## config.mk

```make
export PLATFORM = sky130hd
export DESIGN_NAME = pkt_frame_fsm_mc_flat
export DESIGN_NICKNAME = d
export VERILOG_FILES = /design/src/rtl/pkt_frame_fsm_mc_if.sv /design/src/rtl/pkt_frame_fsm_mc.sv /design/src/flat_wrapper.sv
export SDC_FILE = /design/constraint.sdc
export NUM_CORES = 1
export LEC_CHECK = 0
export BUFFER_PORTS_ARGS = -buffer_cell sky130_fd_sc_hd__buf_4
export CORE_MARGIN = 4
export CORE_UTILIZATION = 55
export CTS_CLUSTER_SIZE = 30
export DETAILED_ROUTE_END_ITERATION = 6
export PLACE_DENSITY = 0.74
export SYNTH_ARGS = -nofsm -noshare
export SYNTH_HDL_FRONTEND = slang
export SYNTH_SLANG_ARGS = --single-unit
export TNS_END_PERCENT = 5
```

## constraint.sdc

```tcl
create_clock -name clk -period 3.2 [get_ports clk]
set_input_delay 0.48 -clock clk [delete_from_list [all_inputs] [get_ports clk]]
set_output_delay 0.48 -clock clk [all_outputs]
set_load 0.01 [all_outputs]
```

## src/rtl/pkt_frame_fsm_mc_if.sv

```systemverilog
// Beat bus between the link receiver and the multi-channel framer.
// Handshake: a beat is transferred on every rising clk edge where valid=1;
// there is no ready/backpressure, so the receiver must accept every beat.
// Annotated beats come back one cycle later, qualified by out_valid.
interface pkt_frame_fsm_mc_if #(
    parameter int NUM_CH = 4,
    parameter int CH_W   = 2,
    parameter int DATA_W = 8,
    parameter int LEN_W  = 8
);
    logic                valid;
    logic                head;
    logic                tail;
    logic [CH_W-1:0]     ch;
    logic [DATA_W-1:0]   data;

    logic                out_valid;
    logic [CH_W-1:0]     out_ch;
    logic [DATA_W-1:0]   out_data;
    logic                out_sop;
    logic                out_eop;
    logic [LEN_W-1:0]    out_len;
    logic                err;
    logic [2:0]          err_code;
    logic [2*NUM_CH-1:0] ch_state;

    // Beat source side (link receiver / testbench).
    modport master (
        output valid, head, tail, ch, data,
        input  out_valid, out_ch, out_data, out_sop, out_eop, out_len,
        input  err, err_code, ch_state
    );

    // Framer side.
    modport slave (
        input  valid, head, tail, ch, data,
        output out_valid, out_ch, out_data, out_sop, out_eop, out_len,
        output err, err_code, ch_state
    );
endinterface

```

## src/rtl/pkt_frame_fsm_mc.sv

```systemverilog
// Multi-channel packet framing tracker: one IDLE/HEAD/DATA/TAIL state and one
// beat counter per channel, annotating interleaved beats with sop/eop/length
// and flagging framing errors. All outputs are registered (1-cycle latency).
module pkt_frame_fsm_mc #(
    parameter int NUM_CH  = 4,
    parameter int CH_W    = 2,
    parameter int DATA_W  = 8,
    parameter int LEN_W   = 8,
    parameter int MAX_LEN = 16
) (
    input  logic                 clk,
    input  logic                 reset,
    pkt_frame_fsm_mc_if.slave    bus
);
    typedef enum logic [1:0] {
        IDLE = 2'b00,
        HEAD = 2'b01,
        DATA = 2'b10,
        TAIL = 2'b11
    } state_e;

    localparam logic [2:0] E_NONE    = 3'd0;
    localparam logic [2:0] E_NOHEAD  = 3'd1;
    localparam logic [2:0] E_DUPHEAD = 3'd2;
    localparam logic [2:0] E_OVERLEN = 3'd3;
    localparam logic [2:0] E_BADCH   = 3'd4;

    state_e           state_q [NUM_CH];
    state_e           state_d [NUM_CH];
    logic [LEN_W-1:0] cnt_q   [NUM_CH];
    logic [LEN_W-1:0] cnt_d   [NUM_CH];

    logic              ch_ok;
    logic [NUM_CH-1:0] hit;
    state_e            sel_state;
    logic [LEN_W-1:0]  sel_cnt;
    logic [LEN_W-1:0]  cnt_inc;
    logic              at_max;
    logic              in_pkt;

    logic              out_valid_d, out_sop_d, out_eop_d;
    logic [LEN_W-1:0]  out_len_d;
    logic [2:0]        err_code_d;

    logic              out_valid_q, out_sop_q, out_eop_q, err_q;
    logic [CH_W-1:0]   out_ch_q;
    logic [DATA_W-1:0] out_data_q;
    logic [LEN_W-1:0]  out_len_q;
    logic [2:0]        err_code_q;

    // Decode the addressed channel and pick up its current state and count.
    always_comb begin
        ch_ok     = 1'b0;
        hit       = '0;
        sel_state = IDLE;
        sel_cnt   = '0;
        for (int n = 0; n < NUM_CH; n++) begin
            if (bus.ch == CH_W'(n)) begin
                ch_ok     = 1'b1;
                hit[n]    = bus.valid;
                sel_state = state_q[n];
                sel_cnt   = cnt_q[n];
            end
        end
    end

    assign cnt_inc = sel_cnt + LEN_W'(1);
    assign at_max  = (cnt_inc == LEN_W'(MAX_LEN));
    assign in_pkt  = (sel_state == HEAD) || (sel_state == DATA);

    // Per-channel state and counter registers.
    always_ff @(posedge clk) begin
        for (int n = 0; n < NUM_CH; n++) begin
            if (reset) begin
                state_q[n] <= IDLE;
                cnt_q[n]   <= '0;
            end else begin
                state_q[n] <= state_d[n];
                cnt_q[n]   <= cnt_d[n];
            end
        end
    end

    // Next state: the addressed channel follows the beat rules, idle channels
    // only leave TAIL (a finished packet lasts one cycle in TAIL).
    always_comb begin
        for (int n = 0; n < NUM_CH; n++) begin
            state_d[n] = state_q[n];
            cnt_d[n]   = cnt_q[n];
            if (hit[n]) begin
                if (!in_pkt) begin
                    if (bus.head) begin
                        state_d[n] = bus.tail ? TAIL : HEAD;
                        cnt_d[n]   = LEN_W'(1);
                    end else begin
                        state_d[n] = IDLE;
                        cnt_d[n]   = '0;
                    end
                end else if (bus.head) begin
                    // Restart: the open packet is abandoned without an eop.
                    state_d[n] = bus.tail ? TAIL : HEAD;
                    cnt_d[n]   = LEN_W'(1);
                end else if (bus.tail) begin
                    state_d[n] = TAIL;
                    cnt_d[n]   = cnt_inc;
                end else if (!at_max) begin
                    state_d[n] = DATA;
                    cnt_d[n]   = cnt_inc;
                end else begin
                    state_d[n] = IDLE;
                    cnt_d[n]   = '0;
                end
            end else if (state_q[n] == TAIL) begin
                state_d[n] = IDLE;
                cnt_d[n]   = '0;
            end
        end
    end

    // Annotation and error code for the current beat, registered below.
    always_comb begin
        out_valid_d = 1'b0;
        out_sop_d   = 1'b0;
        out_eop_d   = 1'b0;
        out_len_d   = '0;
        err_code_d  = E_NONE;
        if (bus.valid) begin
            if (!ch_ok) begin
                err_code_d = E_BADCH;
            end else if (!in_pkt) begin
                if (bus.head) begin
                    out_valid_d = 1'b1;
                    out_sop_d   = 1'b1;
                    if (bus.tail) begin
                        out_eop_d = 1'b1;
                        out_len_d = LEN_W'(1);
                    end
                end else begin
                    err_code_d = E_NOHEAD;
                end
            end else begin
                out_valid_d = 1'b1;
                if (bus.head) begin
                    out_sop_d  = 1'b1;
                    err_code_d = E_DUPHEAD;
                    if (bus.tail) begin
                        out_eop_d = 1'b1;
                        out_len_d = LEN_W'(1);
                    end
                end else if (bus.tail) begin
                    out_eop_d = 1'b1;
                    out_len_d = cnt_inc;
                end else if (at_max) begin
                    out_eop_d  = 1'b1;
                    out_len_d  = LEN_W'(MAX_LEN);
                    err_code_d = E_OVERLEN;
                end
            end
        end
    end

    // Output register stage.
    always_ff @(posedge clk) begin
        if (reset) begin
            out_valid_q <= 1'b0;
            out_ch_q    <= '0;
            out_data_q  <= '0;
            out_sop_q   <= 1'b0;
            out_eop_q   <= 1'b0;
            out_len_q   <= '0;
            err_q       <= 1'b0;
            err_code_q  <= E_NONE;
        end else begin
            out_valid_q <= out_valid_d;
            out_ch_q    <= bus.ch;
            out_data_q  <= bus.data;
            out_sop_q   <= out_sop_d;
            out_eop_q   <= out_eop_d;
            out_len_q   <= out_len_d;
            err_q       <= (err_code_d != E_NONE);
            err_code_q  <= err_code_d;
        end
    end

    // Export per-channel state for coverage, channel n at bits [2n+1:2n].
    always_comb begin
        bus.ch_state = '0;
        for (int n = 0; n < NUM_CH; n++) begin
            bus.ch_state[2*n +: 2] = state_q[n];
        end
    end

    assign bus.out_valid = out_valid_q;
    assign bus.out_ch    = out_ch_q;
    assign bus.out_data  = out_data_q;
    assign bus.out_sop   = out_sop_q;
    assign bus.out_eop   = out_eop_q;
    assign bus.out_len   = out_len_q;
    assign bus.err       = err_q;
    assign bus.err_code  = err_code_q;
endmodule
```

## src/flat_wrapper.sv

```systemverilog
// flat-port wrapper written by rule: the top's interface ports become plain ports
module pkt_frame_fsm_mc_flat 
#(
    parameter int NUM_CH  = 4,
    parameter int CH_W    = 2,
    parameter int DATA_W  = 8,
    parameter int LEN_W   = 8,
    parameter int MAX_LEN = 16
)
  (clk, reset, bus_valid, bus_head, bus_tail, bus_ch, bus_data, bus_out_valid, bus_out_ch, bus_out_data, bus_out_sop, bus_out_eop, bus_out_len, bus_err, bus_err_code, bus_ch_state);
  pkt_frame_fsm_mc_if #(.NUM_CH(NUM_CH), .CH_W(CH_W), .DATA_W(DATA_W), .LEN_W(LEN_W)) bus_i ();
  input  logic clk;
  input  logic reset;
  input wire logic [$bits(bus_i.valid)-1:0] bus_valid;
  input wire logic [$bits(bus_i.head)-1:0] bus_head;
  input wire logic [$bits(bus_i.tail)-1:0] bus_tail;
  input wire logic [$bits(bus_i.ch)-1:0] bus_ch;
  input wire logic [$bits(bus_i.data)-1:0] bus_data;
  output wire logic [$bits(bus_i.out_valid)-1:0] bus_out_valid;
  output wire logic [$bits(bus_i.out_ch)-1:0] bus_out_ch;
  output wire logic [$bits(bus_i.out_data)-1:0] bus_out_data;
  output wire logic [$bits(bus_i.out_sop)-1:0] bus_out_sop;
  output wire logic [$bits(bus_i.out_eop)-1:0] bus_out_eop;
  output wire logic [$bits(bus_i.out_len)-1:0] bus_out_len;
  output wire logic [$bits(bus_i.err)-1:0] bus_err;
  output wire logic [$bits(bus_i.err_code)-1:0] bus_err_code;
  output wire logic [$bits(bus_i.ch_state)-1:0] bus_ch_state;
  assign bus_i.valid = bus_valid;
  assign bus_i.head = bus_head;
  assign bus_i.tail = bus_tail;
  assign bus_i.ch = bus_ch;
  assign bus_i.data = bus_data;
  assign bus_out_valid = bus_i.out_valid;
  assign bus_out_ch = bus_i.out_ch;
  assign bus_out_data = bus_i.out_data;
  assign bus_out_sop = bus_i.out_sop;
  assign bus_out_eop = bus_i.out_eop;
  assign bus_out_len = bus_i.out_len;
  assign bus_err = bus_i.err;
  assign bus_err_code = bus_i.err_code;
  assign bus_ch_state = bus_i.ch_state;
  pkt_frame_fsm_mc #(.NUM_CH(NUM_CH), .CH_W(CH_W), .DATA_W(DATA_W), .LEN_W(LEN_W), .MAX_LEN(MAX_LEN)) u_core (.clk(clk), .reset(reset), .bus(bus_i));
endmodule
```

==> summary.md <==
| Metric | Value |
|---|---|
| Nets@finish | `354` |
| Clock power share | `41.1%` |
| Vias in the first global route | `2353` |
| Final Hold Fails | `0` |
| Gr usage total | `24.4%` |
| Worst-Skew Late Latency | `0.34 ns` |
| Synthesized cell area | `2880 um^2` |
| Final slew viol count | `0` |
| Total Power | `1.66 mW` |
| Chip width | `80.4 um` |
| Setup CP Type | `input pin to flop` |
| Die Ht | `80.4 um` |
| Place WS | `0.253 ns` |
| Sequential share of power | `50.3%` |
| Clk sink count | `65` |
| Resize count post-CTS | `0` |
| Total core area | `5110 um^2` |
| Crit end category | `flop` |
| Status | `completed` |
| Adder and majority cell fraction of the synthesized area | `0.868%` |
| Worst EP required | `3.45 ns` |
| Fin crit share | `80.4%` |
| Int Pwr | `1.27 mW` |
| CP max FO | `12` |
| Setup Viol. Count Final | `0` |
| RSZ-0062 raised after global routing | `no` |
| CP max stage delay | `0.57 ns` |
| Avg WL per Cell | `17.4 um` |
| Starting density of the core | `56.4%` |
| Root Buffer | `clkbuf_8` |
| Hpwl dp | `4980 um` |
| Grt total ovfl | `0` |
| Port Buffers | `47` |
| Worst-margin pin slew | `0.579 ns` |
| Hold WC Path Type | `input pin to flop` |
| Largest area contributor in the netlist | `dfxtp_1` |
| Synth cell count leaders | `65 x dfxtp_1, 26 x nand2_1, 24 x a21oi_1` |
| Global-route wire length before repair | `11700 um` |
| Sequential-to-total area share from yosys stat | `45.2%` |
| Sw frac | `23.8%` |
| Fillers | `429` |
| Setup Total Neg Slack | `0 ns` |
| Synthesized instance count | `295` |
| Share of synthesized registers carrying an async set or reset | `0%` |
| CTS tree | `built` |
| Residual DRC | `0` |
| Seq cells post-synth | `65` |
| Full die area | `6460 um^2` |
| Hold buffers post-CTS | `0` |
| Maximum achievable frequency | `389 MHz` |
| Top FF cell, synth | `dfxtp_1` |
| Drt first-iter violations | `166` |
| DR vias/cell | `5.80` |
| EDFF count, synth | `0` |
| Pin count of the biggest net entering global routing | `50` |
| Xor/xnor cell area share of the yosys netlist | `3.60%` |
| Relative slew slack | `61.3%` |
| Post-synthesis area per instance | `9.77 um^2` |
| Post-synth top area share | `45.2%` |
| Clock skew | `0.00722 ns` |
| VDD IR max | `318 uV` |
| Synth area leaders | `dfxtp_1 45%, mux4_2 7.0%, a21oi_1 4.2%, nand3_1 3.5%, nand2_1 3.4%` |
| Gate power share | `8.6%` |
| Simple-Gate Fraction of Synth Area | `23.4%` |
| Count leader, synth | `dfxtp_1` |
| H-tree lvl count | `3` |
| I/O pins | `48` |
| Yosys warnings | `0` |
| Setup Buffers After CTS | `0` |
| Largest family of logic cells by synthesized area | `simple AND/OR/NAND/NOR gates` |
| Initial antenna violation count | `0` |
| Clock transition at path regs | `0.07 ns` |
| Drt pass-1 iters | `5` |
| Synth-to-Final Area Change | `19.0%` |
| Minimum clock period | `2.57 ns` |
| Max Buffers Root-to-Sink | `2` |
| CP Launch Type | `input pin` |
| Critical path cell sequence | `buf_4, mux4_2, ha_1, and2_4, nand4_4, xor2_2, nand4_2, o32ai_1` |
| Sw power | `396 uW` |
| Final worst slack | `0.628 ns` |
| Vias post-DR | `2391` |
| Synth Area in Compound Gates | `15.1%` |
| Final ANT Viol Nets | `0` |
| Share of cells above drive strength 1 | `24.9%` |
| Row cnt | `26` |
| Mux cell area share after synthesis | `7.38%` |
| Syn_nets | `312` |
| Pwr per Cell Area | `485 nW/um^2` |
| CP Buf/Inv Count | `1` |
| CTS Buf Count | `9` |
| Max-cap violation count | `0` |
| GP Congestion | `0.887` |
| Arrival time worst endpoint | `2.82 ns` |
| Top delay family on crit path | `simple AND/OR/NAND/NOR gates` |
| Worst-path cell with the longest stage delay | `mux4_2` |
| ANT cells | `0` |
| DRT Wirelength | `7160 um` |
| Lkg Pwr | `1.33 nW` |
| Post-synth cell types | `48` |
-- placed cells by master, fill, tap and decap left out, drive strengths merged, types with 2 or more instances in the layout --
cell    instances
clkbuf         13
nand4           6
nand2b          8
o32ai           5
o21ai           6
nor3b           5
nor2           15
dfxtp          65
or2             3
a211oi          5
and3            3
a22o            4
a31oi           3
o41ai           4
xnor2           2
nand3          20
inv             6
and2            3
or3             9
buf            50
ha              2
nand2          26
a32o            4
mux4            9
a21oi          24
xor2            9
nor3            5
nor2b          15
clkinv          2
-- power groups by stage --
stage          clock network (mW)  registers [mW]  logic, mW
2_1_floorplan                   0           0.860     0.0767
3_5_place_dp                    0           0.854      0.142
3_3_place_gp                    0           0.853      0.140
5_1_grt                     0.727           0.837      0.155
4_1_cts                     0.689           0.836      0.142
6_report                    0.683           0.836      0.143
-- worst reg2reg max path, cell delays in order, from the launching register on --
cell and delay (ns):
dfxtp_1 0.34, mux4_2 0.53, ha_1 0.26, and2_4 0.16, nand4_4 0.08, xor2_2 0.31
nand4_2 0.38, o32ai_1 0.37
-- registers in the layout (all words and copies together) (netlist names) --
register,flops
u_core.cnt_q,32
u_core.bus.out_len,8
u_core.bus.out_eop,1
u_core.state_q,8
u_core.bus.err_code,3
u_core.bus.err,1
u_core.bus.out_ch,2
u_core.bus.out_data,8
u_core.bus.out_valid,1
u_core.bus.out_sop,1
-- stage by stage --
step	cells	hold WS, ns	utilization [%]	instance area, um^2
3_3_place_gp	396	0.433	63.4	3240
5_1_grt	412	0.330	67.1	3430
3_5_place_dp	396	0.443	63.4	3240
6_report	412	0.347	67.1	3430
2_1_floorplan	295	0.420	-	2880
4_1_cts	412	0.340	67.1	3430
-- cell families (layout without fill, tap and decap cells) --
group | Yosys count | after routing
compound gates | 59 | 59
xor+xnor | 11 | 11
fa+ha+maj | 2 | 2
buf+inv | 25 | 72
flops | 65 | 65
mux | 10 | 10
other cells | 1 | 1
simple gates | 122 | 122
-- layer usage --
metal  vias up  GRT usage [%]  wire (um)
li1       1152              -          -
met1      1131           29.3       3050
met2        97           41.1       3470
met3        11           5.83        528
met4         0           11.1        119
met5         -              0          0
-- cell type report --
cell class | count | area (um^2) | share of cell area, %
clock inverter | 3 | 40.0 | 1.17
sequential | 65 | 1300 | 38.0
timing repair buffer | 50 | 375 | 10.9
inverter | 6 | 22.5 | 0.657
clock buffer | 13 | 149 | 4.34
multi-input combinational | 205 | 1450 | 42.4
tap | 70 | 87.6 | 2.55
-- worst paths after layout --
kind                                    startpoint  cells after the start  slack [ns]                endpoint
worst max-delay path                     bus_ch[0]                      8        0.63   u_core.bus.out_len[4]
worst min-delay path                   bus_data[2]                      2        0.35  u_core.bus.out_data[2]
worst min register to register  u_core.cnt_q[2][4]                      2        0.46      u_core.cnt_q[2][4]
worst max register to register  u_core.cnt_q[3][1]                      7        0.67   u_core.bus.out_len[4]
(Power assumes the default switching activity.)
